**src/rtl/delay_line_pkg.sv**
```systemverilog
// delay_line_pkg: shared helpers and update-mode encoding for the delay line
package delay_line_pkg;
  typedef enum logic [2:0] {
    UPD_RESET,
    UPD_DEPTH_CHG,
    UPD_FLUSH,
    UPD_SHIFT,
    UPD_HOLD
  } upd_mode_e;
  function automatic int clog2_min1(input int n);
    return (n > 2) ? $clog2(n) : 1;
  endfunction
endpackage

```
**src/rtl/delay_stage.sv**
```systemverilog
// delay_stage: one data+valid register of the delay line
module delay_stage #(
  parameter int WIDTH = 16,
  parameter logic [WIDTH-1:0] RESET_VALUE = '0
) (
  input  logic             clock,
  input  logic             reset,
  input  logic             shift,
  input  logic             clr_vld,
  input  logic [WIDTH-1:0] d,
  input  logic             d_vld,
  output logic [WIDTH-1:0] q,
  output logic             q_vld
);
  always_ff @(posedge clock) begin
    if (reset) begin
      q     <= RESET_VALUE;
      q_vld <= 1'b0;
    end else if (clr_vld) begin
      q_vld <= 1'b0;
    end else if (shift) begin
      q     <= d;
      q_vld <= d_vld;
    end
  end
endmodule

```
**src/rtl/delay_line_param.sv**
```systemverilog
// delay_line_param: valid-qualified delay line with runtime-selectable depth
module delay_line_param
  import delay_line_pkg::*;
#(
  parameter int WIDTH = 16,
  parameter int MAX_DEPTH = 8,
  parameter logic [WIDTH-1:0] RESET_VALUE = '0,
  localparam int SEL_W = clog2_min1(MAX_DEPTH)
) (
  input  logic             clock,
  input  logic             reset,
  input  logic             enable,
  input  logic             flush,
  input  logic [SEL_W-1:0] delay_sel,
  input  logic             in_valid,
  input  logic [WIDTH-1:0] in,
  output logic             out_valid,
  output logic [WIDTH-1:0] out,
  output logic             primed
);
  localparam int FW = $clog2(MAX_DEPTH + 1);
  localparam logic [SEL_W-1:0] MAX_SEL = SEL_W'(MAX_DEPTH - 1);
  logic [SEL_W-1:0] cur_sel, sel_req;
  logic [FW-1:0] fill_cnt, fill_nxt, depth, depth_nxt;
  upd_mode_e mode;
  logic shift, clr_vld;
  logic [WIDTH-1:0] data [MAX_DEPTH];
  logic [MAX_DEPTH-1:0] vld;
  always_comb begin
    sel_req   = (delay_sel > MAX_SEL) ? MAX_SEL : delay_sel;
    mode      = reset ? UPD_RESET
              : (sel_req != cur_sel) ? UPD_DEPTH_CHG
              : flush ? UPD_FLUSH
              : enable ? UPD_SHIFT : UPD_HOLD;
    shift     = (mode == UPD_SHIFT);
    clr_vld   = (mode == UPD_DEPTH_CHG) || (mode == UPD_FLUSH);
    depth     = FW'(cur_sel) + FW'(1);
    depth_nxt = FW'(sel_req) + FW'(1);
    fill_nxt  = shift ? ((fill_cnt == depth) ? fill_cnt : fill_cnt + FW'(1))
              : (mode == UPD_HOLD) ? fill_cnt : '0;
  end
  // sel_req equals cur_sel in every mode except reset and depth change, so it can always load
  always_ff @(posedge clock) begin
    cur_sel  <= sel_req;
    fill_cnt <= fill_nxt;
    primed   <= (fill_nxt == depth_nxt);
  end
  for (genvar k = 0; k < MAX_DEPTH; k++) begin : g_stage
    if (k == 0) begin : g_head
      delay_stage #(.WIDTH(WIDTH), .RESET_VALUE(RESET_VALUE)) u_stage (
        .clock(clock), .reset(reset), .shift(shift), .clr_vld(clr_vld),
        .d(in), .d_vld(in_valid), .q(data[k]), .q_vld(vld[k])
      );
    end else begin : g_body
      delay_stage #(.WIDTH(WIDTH), .RESET_VALUE(RESET_VALUE)) u_stage (
        .clock(clock), .reset(reset), .shift(shift), .clr_vld(clr_vld),
        .d(data[k-1]), .d_vld(vld[k-1]), .q(data[k]), .q_vld(vld[k])
      );
    end
  end
  assign out       = data[cur_sel];
  assign out_valid = vld[cur_sel];
endmodule
```
**config.mk**
```make
export PLATFORM = sky130hd
export DESIGN_NAME = delay_line_param
export DESIGN_NICKNAME = d
export VERILOG_FILES = /design/src/rtl/delay_line_pkg.sv /design/src/rtl/delay_stage.sv /design/src/rtl/delay_line_param.sv
export SDC_FILE = /design/constraint.sdc
export NUM_CORES = 1
export LEC_CHECK = 0
export CAP_MARGIN = 0
export CORE_MARGIN = 10
export CORE_UTILIZATION = 30
export CTS_CLUSTER_SIZE = 12
export DETAILED_ROUTE_END_ITERATION = 10
export DONT_BUFFER_PORTS = 1
export GPL_TIMING_DRIVEN = 0
export HOLD_SLACK_MARGIN = 0.06
export PLACE_DENSITY = 0.41
export SYNTH_ARGS = -nofsm -noshare
export SYNTH_HDL_FRONTEND = slang
export SYNTH_SLANG_ARGS = --single-unit
```
**constraint.sdc**
```tcl
create_clock -name clock -period 2.3 [get_ports clock]
set_input_delay 0.575 -clock clock [delete_from_list [all_inputs] [get_ports clock]]
set_output_delay 0.575 -clock clock [all_outputs]
set_load 0.05 [all_outputs]
```
Word-level counts from Yosys, hierarchy flattened
Cells that the tools add are included.
{"block": "op_classes", "n_addsub": 3, "magnitude_cmp": 3, "n_eq_ne": 7, "mux": 13, "n_bitwise": 2, "n_reduce_logical": 3}
{"operator": "$bmux 16 s3", "count": 1}
{"operator": "$mux 16", "count": 2}
{"operator": "$mux 3", "count": 5}
{"operator": "$mux 4", "count": 3}
{"operator": "$add 3x1->4 const B", "count": 2}
{"operator": "$eq 4x4->1", "count": 2}
{"operator": "$eq 3x2->1 const B", "count": 2}
{"operator": "$add 4x1->4 const B", "count": 1}
{"operator": "$ge 4x4->1 const B", "count": 1}
{"operator": "$lt 3x4->1 const B", "count": 1}
{"operator": "$not 3->4", "count": 1}
{"operator": "$bmux 1 s3", "count": 1}
{"operator": "$eq 3x1->1 const B", "count": 1}
{"operator": "$eq 3x3->1 const B", "count": 1}
{"operator": "$gt 3x3->1 const B", "count": 1}
{"operator": "$ne 3x3->1", "count": 1}
{"operator": "$reduce_and 2->1", "count": 1}
{"operator": "$reduce_or 2->1", "count": 1}
{"operator": "$logic_or 1x1->1", "count": 1}
{"operator": "$mux 1", "count": 1}
{"operator": "$not 1->1", "count": 1}
{"block": "totals", "regBits": 144, "input_bits": 24, "out_inout_bits": 18, "wordCells": 50}

Logic depth before layout (Yosys ltp)
Gate-level depths: netlist of the first run.
{"block": "logic_depth", "depth_word": 9, "mapped_depth": 8, "mapped_depth_nobuf": 7}

Hierarchy
From an unflattened synthesis of the first run, not the netlist that was laid out.
{"block": "unflattened", "cells_unflattened": 712, "hier_area_um2": 8105.3}
{"mod": "delay_stage", "n_inst": 8, "cells_each": 74, "area_per_inst_um2": 814.5, "seq_area_each_um2": 340.3}
{"mod": "delay_line_param", "n_inst": 1, "cells_each": 120, "area_per_inst_um2": 1589.0, "seq_area_each_um2": 160.2}

Least setup slack after synthesis of the first run
Ideal clock, no wire load.
{"block": "synth_path", "path_type": "reg2out", "startpoint": "register cur_sel[0]", "endpoint": "output port out[10]", "arrival_time_ps": 1726, "required_time_ps": 1725, "path_slack_ps": -1, "stages_incl_launch_ff": 6, "n_path_buf": 2, "path_cell_list": "dfxtp_1 buf_4 buf_2 mux4_2 nand2_1 nand2_1"}
{"block": "synth_via", "elab_chain_cells": 4}
{"item": "from (decl)", "line": "delay_line_param.sv:23", "text": "logic [SEL_W-1:0] cur_sel, sel_req;"}
{"item": "from (signal assigned)", "line": "delay_line_param.sv:44", "text": "cur_sel <= sel_req;"}
{"item": "$not 3->4 (implied by the code)", "line": "delay_line_param.sv:61", "text": "assign out = data[cur_sel];"}
{"item": "$bmux 16 s3", "line": "delay_line_param.sv:61"}
{"item": "$mux 16 (implied by the code) (2 in series)", "line": "delay_line_param.sv:61"}
{"item": "to (decl)", "line": "delay_line_param.sv:18", "text": "output logic [WIDTH-1:0] out,"}
Every way passes these cells. The select of a mux whose other input is x is not followed.

Final worst setup path of the first run
{"block": "layout_path", "startpoint": "register cur_sel[0]", "endpoint": "output port out[2]"}
Same word-level chain as after synthesis.

==> results.txt, run 1 <==
----------------------------------------------------
[Detailed routing]
  Violation count after the first detailed-route iteration ... 268
  Via density per instance ... between 4 and 5
  Number of search-and-repair iterations in the first detailed-routing pass ... 4
  Post-route antenna net violation count ... 0
  Wire length after detailed routing ... slightly below 20000 um
  Final routed DRC violation total ... 0
  Vias after detailed routing ... approximately 5400
  Routed WL per cell ... ~18 um

[Status]
  Violations in the final reports ... negative setup slack
  Run status ... finished, violations left

[Timing]
  Setup clock skew after layout ... 8.25 ps
  Least-Margin Pin Slew ... slightly below 700 ps
  Final count of negative-setup-slack endpoints ... 18
  Worst-case setup margin in the final layout ... -200 ps
  Count of final max-slew check failures ... 0
  Final number of hold-violating endpoints ... 0
  Slew headroom ... 0.537
  F_max ... approximately 400 MHz
  Shortest clock period the worst path allows after layout ... around 2500 ps
  Setup TNS Final ... -3140 ps
  Setup repair after global routing missed its margin ... true
  Share of the clock period used by the worst path ... 1.09

[Global routing]
  Largest net degree at the start of global routing ... 17
  Global-route usage over all layers ... 0.147
  Wire length of the first global-routing pass ... just over 30000 um
  Remaining Overflow, GRT ... 0
  Via count of the first global-routing pass ... around 5600
  Antenna violations before repair ... 0

[Worst setup path]
  Delay of the slowest cell on the worst path ... roughly 540 ps
  Start point of the critical path ... cur_sel[0]
  Worst setup SP type ... flop
  Critical path required time ... around 1700 ps
  Number of logic stages on the critical path including buffering ... 5
  Critical-path top delay cell ... mux4_2
  Cell breakdown of the critical path ... buf_12, clkbuf_16, mux4_2, nand2_4, nand2_8
  Worst Path Buf+Inv ... 2
  Reg-to-reg endpoint ... primed
  Critical Path End Type ... primary output
  Depth of the worst register-to-register path ... 8
  Gate family responsible for the most delay along the worst path ... multiplexers
  Data arrival time at the worst-slack endpoint ... 1930 ps
  Termination of the worst setup path ... out[2]
  Maximum fanout along the worst path ... 7
  Type of the worst setup path ... reg2out
  Launch point of the worst reg-to-reg path ... cur_sel[0]
  Minimum setup slack among reg-to-reg paths ... -90 ps

[Cells and area]
  Commonest cells after routing, fill and taps aside ... 274 x nand2_1, 143 x dfxtp_1, 131 x a21oi_1, 34 x mux4_2, 30 x clkbuf_1
  Area added between synthesis and finish ... 23.9%
  Utilization of the core after routing ... 0.376
  Final std cells w/o fill ... around 1100
  Most common library cell in the layout ignoring fill and taps ... nand2_1
  Antenna diode count ... 0
  Post-route cell area ... ~7900 sq um
  Share of post-route cells with drive strength above 1 ... 0.188
  Number of nets in the layout ... 814

[Synthesis]
  Netlist area before placement ... ~6300 sq um
  Share of the synthesized area in the top cell type ... 0.455
  Main flop type after synthesis ... dfxtp_1
  Warnings, synthesis ... 0
  Area leader, netlist ... dfxtp_1
  Mapped Avg Cell Area ... a little over 8 sq um
  Sequential fraction of the synthesis area ... 0.455
  Number of flops mapped to enable cells by yosys ... 0
  Async SR Flop Fraction ... 0
  Instance count of the mapped netlist ... 763
  FF+latch count, synth ... ~140
  Ranking of synthesized cells by area ... dfxtp_1 46%, nand2_1 19%, mux4_2 12%
  Nets in the synthesized netlist ... between 700 and 800
  Number of distinct library cells after synthesis ... 43

[Clocking]
  Clock slew at reported path FFs ... 60 ps
  Number of CTS-inserted buffers ... 17
  Hold bufs inserted after CTS ... 0
  CTS H-tree lvls ... 4
  Maximum number of buffers from clock root to sink ... 2
  Worst-skew pair later-pin latency ... 420 ps
  Root Buffer ... clkbuf_16
  Number of sinks driven by the clock tree ... 144
  TritonCTS clock tree ... yes

[Floorplan]
  Full die area ... roughly 27000 sq um
  Core footprint ... approximately 21000 sq um
  Count of standard-cell rows ... 53
  Floorplan die width ... about 170 um
  IO Count ... 42
  Effective utilization at floorplan ... 0.303
  Y dimension of the die ... about 170 um

[Worst hold path]
  Class of the tightest hold or removal check ... in2reg

[Placed design]
  DP Area ... around 6700 sq um
  Placement-stage worst setup slack ... -536 ps
  Number of port buffers ... 0
  Estimated wirelength of the detail-placed design ... ~14000 um
  Routability-driven placement congestion ratio ... 0.809
  Number of instances in the placed design ... about 1000

[Power]
  Sw Share ... 0.233
  Clock share of power ... 0.502
  Switching power ... 0.00132 W
  Part of the power in combinational logic ... 0.055
  Internal power ... around 0.0044 W
  Worst IR drop on VDD ... between 0.0004 and 0.0005 V
  Power per unit of standard cell area ... a little over 700 nW/um^2
  Part of the power in registers ... 0.443
  Leakage ... 2.64 nW

[Flow run]
  Reported max-cap violation count ... 0

----------------------------------------------------
## layout make-up
class                   instances  area (sq um)
plain buffers                  61           383
fillers                      2182         13000
clock inverters                13           164
well taps                     275           344
flip-flops and latches        144          2890
multi-input cells             554          3490
repair buffers                  6           129
inverters                       3          11.3
clock buffers                  18           439
## synth_stat cells (3+ instances only)
cell type and count:
a21oi_1 131, buf_1 6, buf_2 9, clkbuf_1 45, dfxtp_1 144, ha_1 3
mux2i_1 11, mux4_2 34, nand2_1 314, nand2b_1 3, nor2_1 14, xnor2_1 6
## cells by family after synthesis
logic type | after synthesis | share of synthesized area
adder cells (fa/ha/maj) | 3 | 0.00593
AND/OR/NAND/NOR | 352 | 0.221
AO/OA/AOI/OAI | 144 | 0.120
XOR/XNOR | 9 | 0.0136
flip-flops | 144 | 0.455
multiplexers | 46 | 0.142
buffers and inverters | 65 | 0.0421
## power by group through the flow
stage          Sequential [W]  Combinational, W  Clock, W
4_1_cts               0.00252          0.000292   0.00291
3_3_place_gp          0.00257          0.000244         0
2_1_floorplan         0.00257          0.000177         0
6_report              0.00252          0.000310   0.00285
5_1_grt               0.00252          0.000335   0.00302
3_5_place_dp          0.00257          0.000248         0
## flip-flops by register name, summed over array words and instances (netlist names)
name / cells
g_stage.g_head.u_stage.q_vld: 1
g_stage.g_body.u_stage.q: 112
fill_cnt: 4
g_stage.g_head.u_stage.q: 16
cur_sel: 3
primed: 1
g_stage.g_body.u_stage.q_vld: 7
## timing repair
action,4_1_cts,5_1_grt
gates resized for setup,83,39
endpoints found under the setup margin,102,108
buffers inserted,2,0
endpoints found under the hold margin,0,0
pin swaps,14,14
cloned,2,2
## worst min path at each step
stage	startpoint	endpoint	slack [ps]	cells past startpoint
2_1_floorplan	g_stage[7].g_body.u_stage.q[0]	g_stage[7].g_body.u_stage.q[0]	430	2
3_3_place_gp	g_stage[7].g_body.u_stage.q[13]	g_stage[7].g_body.u_stage.q[13]	440	2
3_5_place_dp	g_stage[7].g_body.u_stage.q[11]	g_stage[7].g_body.u_stage.q[11]	450	2
4_1_cts	delay_sel[2]	cur_sel[2]	230	1
5_1_grt	delay_sel[2]	cur_sel[2]	240	1
6_report	delay_sel[2]	cur_sel[2]	250	1
## per-layer routing
layer	GRT usage	up-vias	share of wire
met5	0	-	0
met4	0.0535	0	0.019
met3	0.0409	24	0.043
met2	0.254	95	0.50
met1	0.171	2642	0.43
li1	-	2608	-
## stage by stage
| stage | total power [W] | hold slack (ps) |
|---|---|---|
| after floorplan | 0.00274 | 433 |
| after global placement | 0.00282 | 441 |
| after detailed placement | 0.00282 | 447 |
| after CTS | 0.00572 | 226 |
| after global routing | 0.00587 | 235 |
| final | 0.00567 | 247 |
Note: power is estimated with default switching activity, not from simulation.
==> run 2, diff against run 1 <==
--- a/config.mk
+++ b/config.mk
@@ -6,11 +6,11 @@
 export NUM_CORES = 1
 export LEC_CHECK = 0
 export CAP_MARGIN = 0
-export CORE_MARGIN = 10
 export CORE_UTILIZATION = 30
 export CTS_CLUSTER_SIZE = 12
 export DETAILED_ROUTE_END_ITERATION = 10
 export DONT_BUFFER_PORTS = 1
+export GPL_ROUTABILITY_DRIVEN = 0
 export GPL_TIMING_DRIVEN = 0
 export HOLD_SLACK_MARGIN = 0.06
 export PLACE_DENSITY = 0.41
==> results.txt, run 2 (same netlist as run 1, synthesis figures left out) <==
----------------------------------------------------
[Status]
  Run status ... finished, violations left
  Violations in the final reports ... negative setup slack

[Worst setup path]
  Data arrival time at the worst-slack endpoint ... 1930 ps
  Critical path required time ... between 1500 and 2000 ps
  Critical Path End Type ... primary output
  Maximum fanout along the worst path ... 8
  Worst setup SP type ... flop
  Minimum setup slack among reg-to-reg paths ... 100 ps
  Type of the worst setup path ... reg2out
  Reg-to-reg endpoint ... primed
  Depth of the worst register-to-register path ... 8
  Launch point of the worst reg-to-reg path ... cur_sel[0]

[Timing]
  Shortest clock period the worst path allows after layout ... 2500 ps
  Worst-case setup margin in the final layout ... -202 ps
  Setup TNS Final ... -2960 ps
  Setup repair after global routing missed its margin ... true
  Count of final max-slew check failures ... 0
  Final count of negative-setup-slack endpoints ... 17
  Share of the clock period used by the worst path ... 1.09
  Least-Margin Pin Slew ... ~750 ps
  Final number of hold-violating endpoints ... 0
  F_max ... about 400 MHz
  Setup clock skew after layout ... approximately 18 ps
  Slew headroom ... 0.503

[Floorplan]
  Core footprint ... about 20000 sq um
  Y dimension of the die ... between 100 and 150 um
  Effective utilization at floorplan ... 0.309
  Floorplan die width ... 147 um
  Full die area ... between 20000 and 25000 sq um
  Count of standard-cell rows ... 52
  IO Count ... 42

[Clocking]
  Root Buffer ... clkbuf_16
  Clock slew at reported path FFs ... approximately 60 ps
  TritonCTS clock tree ... yes
  CTS H-tree lvls ... 4
  Number of sinks driven by the clock tree ... roughly 140
  Hold bufs inserted after CTS ... 0
  Worst-skew pair later-pin latency ... 440 ps
  Number of CTS-inserted buffers ... 17
  Maximum number of buffers from clock root to sink ... 2

[Detailed routing]
  Routed WL per cell ... about 18 um
  Number of search-and-repair iterations in the first detailed-routing pass ... 5
  Final routed DRC violation total ... 0
  Via density per instance ... between 5 and 6
  Violation count after the first detailed-route iteration ... between 300 and 400
  Post-route antenna net violation count ... 0
  Wire length after detailed routing ... 19200 um
  Vias after detailed routing ... around 5300

[Cells and area]
  Area added between synthesis and finish ... 24.1%
  Post-route cell area ... 7860 sq um
  Commonest cells after routing, fill and taps aside ... 267 x nand2_1, 143 x dfxtp_1, 131 x a21oi_1, 34 x mux4_2, 31 x clkbuf_1
  Utilization of the core after routing ... 0.383
  Register with the highest flop count ... g_stage.g_body.u_stage.q
  Antenna diode count ... 0
  Most common library cell in the layout ignoring fill and taps ... nand2_1
  Largest regs ... g_stage.g_body.u_stage.q: 112 flops, g_stage.g_head.u_stage.q: 16 flops, g_stage.g_body.u_stage.q_vld: 7 flops
  Largest register FFs ... approximately 110
  Number of nets in the layout ... roughly 810
  Share of post-route cells with drive strength above 1 ... 0.194

[Worst hold path]
  Cell depth of the worst min-delay path ... 1
  Worst min-delay path endpoint ... cur_sel[2]
  Beginning of the worst hold path ... delay_sel[2]
  Class of the tightest hold or removal check ... in2reg

[Global routing]
  Largest net degree at the start of global routing ... 17
  Wire length of the first global-routing pass ... 30500 um
  Grt peak-use layer ... met2
  Met3 GRT Util ... 0.0419
  Met1 usage ... 0.231
  Met2 track demand over resource in global routing ... 0.318
  Global-route usage over all layers ... 0.187
  Antenna violations before repair ... 0
  Remaining Overflow, GRT ... 0
  Via count of the first global-routing pass ... approximately 5600

[Placed design]
  Number of port buffers ... 0
  Placement-stage worst setup slack ... -437 ps
  DP Area ... about 6700 sq um
  Estimated wirelength of the detail-placed design ... around 14000 um

[Power]
  Worst IR drop on VDD ... around 0.00043 V
  Total power after layout ... about 0.0058 W
  Leakage ... 2.67 nW
  Power per unit of standard cell area ... about 730 nW/um^2

[Flow run]
  Reported max-cap violation count ... 0

----------------------------------------------------
run 2: critical path, cell delays in order, from the launching register on:
cell and delay [ps]:
dfxtp_4 390, buf_12 170, clkbuf_16 170, mux4_2 540
nand2_4 120, nand2_8 90
run 2: final cells by class:
type	count	area [sq um]
fill	2116	12600
multi-input combinational	554	3510
sequential	144	2890
clock buffer	19	433
buffer	61	373
tap	270	338
clock inverter	13	188
timing repair buffer	5	115
inverter	3	11.3
run 2: repair_timing:
action	4_1_cts	5_1_grt
resized for setup	85	40
endpoints found under the setup margin	126	137
pin swaps	5	20
setup buffers	1	0
cloned	1	3
run 2: worst max path at each step:
stage          slack (ps)       start  depth (start not counted)     end
3_5_place_dp         -440  cur_sel[1]                          5  out[1]
2_1_floorplan         0.5  cur_sel[0]                          5  out[0]
6_report             -200  cur_sel[0]                          5  out[2]
3_3_place_gp         -470  cur_sel[1]                          5  out[1]
5_1_grt              -260  cur_sel[0]                          5  out[4]
4_1_cts              -240  cur_sel[0]                          5  out[4]
run 2: layer usage:
| metal | share of wire | routed length (um) | up-vias |
|---|---|---|---|
| met4 | 0.017 | 320 | 0 |
| met1 | 0.44 | 8530 | 2627 |
| li1 | - | - | 2606 |
| met3 | 0.044 | 837 | 17 |
| met2 | 0.50 | 9520 | 97 |
| met5 | 0 | 0 | - |
run 2: through the flow:
stage	instances	hold WS, ps
final	1069	246
after global routing	1069	246
after CTS	1067	223
after detailed placement	1033	449
after global placement	1033	440
after floorplan	763	433
run 2: where the power goes:
| group | internal, W | total, W | switching [W] |
|---|---|---|---|
| clock network | 0.00182 | 0.00294 | 0.00113 |
| logic | 0.000116 | 0.000305 | 0.000189 |
| registers | 0.00250 | 0.00252 | 0.0000145 |
==> run 3, diff against run 2 <==
--- a/config.mk
+++ b/config.mk
@@ -5,6 +5,7 @@
 export SDC_FILE = /design/constraint.sdc
 export NUM_CORES = 1
 export LEC_CHECK = 0
+export ABC_AREA = 1
 export CAP_MARGIN = 0
 export CORE_UTILIZATION = 30
 export CTS_CLUSTER_SIZE = 12
==> results.txt, run 3 <==
----------------------------------------------------
[Synthesis]
  Netlist area before placement ... between 6000 and 7000 sq um
  Number of flops mapped to enable cells by yosys ... 0
  FF+latch count, synth ... 144
  Share of the synthesized area in the top cell type ... 0.447
  Async SR Flop Fraction ... 0
  Area leader, netlist ... dfxtp_1
  Most repeated cell in the gate-level netlist after synthesis ... nand2_1
  Mapped Avg Cell Area ... ~7.1 sq um
  Leading post-synthesis cells by instance count ... 180 x nand2_1, 144 x dfxtp_1, 137 x a21oi_1
  Nets in the synthesized netlist ... roughly 930
  Sequential fraction of the synthesis area ... 0.447
  Number of distinct library cells after synthesis ... 27
  Instance count of the mapped netlist ... 905
  Ranking of synthesized cells by area ... dfxtp_1 45%, a21oi_1 11%, nand2_1 10%
  Warnings, synthesis ... 0
  Main flop type after synthesis ... dfxtp_1

[Power]
  Part of the power in combinational logic ... 0.114
  Clock share of power ... 0.483
  Part of the power in registers ... 0.403
  Power per unit of standard cell area ... about 740 nW/um^2
  Switching power ... roughly 0.0017 W
  Internal power ... between 0.004 and 0.005 W
  Leakage ... 3.09 nW
  Total power after layout ... 0.00629 W
  Sw Share ... 0.272
  Worst IR drop on VDD ... ~0.00047 V

[Floorplan]
  Full die area ... ~22000 sq um
  Y dimension of the die ... between 100 and 150 um
  Floorplan die width ... between 100 and 150 um
  IO Count ... 42
  Count of standard-cell rows ... 53
  Core footprint ... roughly 21000 sq um
  Effective utilization at floorplan ... 0.307

[Detailed routing]
  Wire length after detailed routing ... between 20000 and 25000 um
  Vias after detailed routing ... 6121
  Via density per instance ... approximately 5
  Violation count after the first detailed-route iteration ... about 350
  Final routed DRC violation total ... 0
  Routed WL per cell ... 19.9 um
  Post-route antenna net violation count ... 0
  Number of search-and-repair iterations in the first detailed-routing pass ... 5

[Clocking]
  Number of sinks driven by the clock tree ... 144
  Number of CTS-inserted buffers ... 17
  Maximum number of buffers from clock root to sink ... 2
  Clock slew at reported path FFs ... around 60 ps
  Root Buffer ... clkbuf_16
  CTS H-tree lvls ... 4
  TritonCTS clock tree ... yes
  Worst-skew pair later-pin latency ... 430 ps

[Global routing]
  Antenna violations before repair ... 0
  Remaining Overflow, GRT ... 0
  Wire length of the first global-routing pass ... 37100 um
  Global-route usage over all layers ... 0.233
  Via count of the first global-routing pass ... between 5000 and 6000
  Largest net degree at the start of global routing ... 17

[Worst setup path]
  Minimum setup slack among reg-to-reg paths ... approximately 200 ps
  Reg-to-reg endpoint ... g_stage[4].g_body.u_stage.q[12]
  Critical-path top delay cell ... a31oi_4
  Worst Path Buf+Inv ... 3
  Maximum fanout along the worst path ... 7
  Cell breakdown of the critical path ... buf_12, buf_8, clkbuf_16, a21oi_1, o21ai_0, nand2_1, nor2_1, a31oi_4
  Delay of the slowest cell on the worst path ... 410 ps
  Critical Path End Type ... primary output
  Data arrival time at the worst-slack endpoint ... a little under 2000 ps
  Gate family responsible for the most delay along the worst path ... compound AO/OA/AOI/OAI gates
  Critical path required time ... approximately 1700 ps
  Launch point of the worst reg-to-reg path ... cur_sel[1]
  Worst setup SP type ... flop
  Type of the worst setup path ... reg2out
  Depth of the worst register-to-register path ... 8

[Placed design]
  Estimated wirelength of the detail-placed design ... 17300 um
  Number of instances in the placed design ... between 1000 and 1500
  Number of port buffers ... 0

[Cells and area]
  Antenna diode count ... 0
  Number of nets in the layout ... slightly below 1000
  Largest register FFs ... between 100 and 150
  Register with the highest flop count ... g_stage.g_body.u_stage.q
  Area added between synthesis and finish ... 31.6%
  Final std cells w/o fill ... about 1200
  Largest regs ... g_stage.g_body.u_stage.q: 112 flops, g_stage.g_head.u_stage.q: 16 flops, g_stage.g_body.u_stage.q_vld: 7 flops
  Most common library cell in the layout ignoring fill and taps ... nand2_1
  Commonest cells after routing, fill and taps aside ... 173 x nand2_1, 142 x dfxtp_1, 102 x a21oi_1, 87 x inv_1, 78 x nor2_1
  Share of post-route cells with drive strength above 1 ... 0.214

[Status]
  Run status ... finished, violations left
  Violations in the final reports ... negative setup slack

[Worst hold path]
  Worst min-delay path endpoint ... cur_sel[2]
  Cell depth of the worst min-delay path ... 1
  Beginning of the worst hold path ... delay_sel[2]
  Class of the tightest hold or removal check ... in2reg

[Flow run]
  Reported max-cap violation count ... 0

[Timing]
  Setup TNS Final ... -3990 ps
  Least-Margin Pin Slew ... between 600 and 700 ps
  Share of the clock period used by the worst path ... 1.12
  Setup clock skew after layout ... between 8 and 9 ps
  Shortest clock period the worst path allows after layout ... 2570 ps
  Setup repair after global routing missed its margin ... true
  Worst-case setup margin in the final layout ... -266 ps
  Slew headroom ... 0.537
  Worst hold margin ... 235 ps
  Count of final max-slew check failures ... 0
  Final number of hold-violating endpoints ... 0
  F_max ... between 300 and 400 MHz
  Final count of negative-setup-slack endpoints ... 17

----------------------------------------------------
## run 3: cell count changes in the layout (fill, tap and decap cells not counted), moves of 34 or more
cell	change
nand2_1	-94
a211oi_1	+63
mux4_2	-34
inv_1	+85
nor2_1	+64
## run 3: how the worst max path moves through the flow
stage / end / depth (start not counted) / start
6_report: out[11] / 8 / cur_sel[1]
5_1_grt: out_valid / 7 / cur_sel[0]
4_1_cts: out[5] / 8 / cur_sel[1]
3_5_place_dp: out[6] / 6 / cur_sel[1]
3_3_place_gp: out[6] / 6 / cur_sel[1]
2_1_floorplan: out[0] / 7 / cur_sel[0]
## run 3: power groups by stage
stage	sequential (W)	combinational (W)	clock (W)
after floorplan	0.00258	0.000396	0
after global placement	0.00259	0.000548	0
after detailed placement	0.00259	0.000547	0
after CTS	0.00253	0.000687	0.00308
after global routing	0.00253	0.000757	0.00319
final	0.00253	0.000716	0.00304
## run 3: timing repair
item,CTS,global route
setup buffers,8,0
setup endpoints to repair,17,17
resized for setup,176,59
pin swaps,31,22
cloned,7,0
endpoints found under the hold margin,0,0
hold buffers,0,0
## run 3: metal layers
layer / global-route usage / vias to the layer above / wire length (um)
met5: 0 / - / 0
met4: 0.0814 / 0 / 618
met2: 0.379 / 132 / 11400
met3: 0.0356 / 34 / 850
li1: - / 3092 / -
met1: 0.310 / 2863 / 11600
## run 3: final cells by class
type,instances,area [sq um]
fill,2185,12500
multi-input combinational,597,3500
sequential,144,2890
buffer,72,587
clock buffer,18,429
inverter,92,365
tap,275,344
clock inverter,14,205
timing repair buffer,15,176
## run 3: logic make-up (layout without fill, tap and decap cells)
| group | after synthesis | after routing | synth area share |
|---|---|---|---|
| buffers and inverters | 164 | 211 | 0.102 |
| AOI/OAI and AO/OA | 294 | 294 | 0.257 |
| adders and majority gates | 3 | 3 | 0.00582 |
| and+or+nand+nor | 296 | 296 | 0.182 |
| DFF | 144 | 144 | 0.447 |
| xor gates and xnor gates | 4 | 4 | 0.00543 |
## run 3: through the flow
stage	instance area, sq um	setup slack [ps]	util
floorplan	6660	-46.0	-
global placement	7010	-761	0.333
detailed placement	7010	-721	0.333
CTS	8320	-269	0.396
global route	8490	-311	0.404
finish	8490	-266	0.404
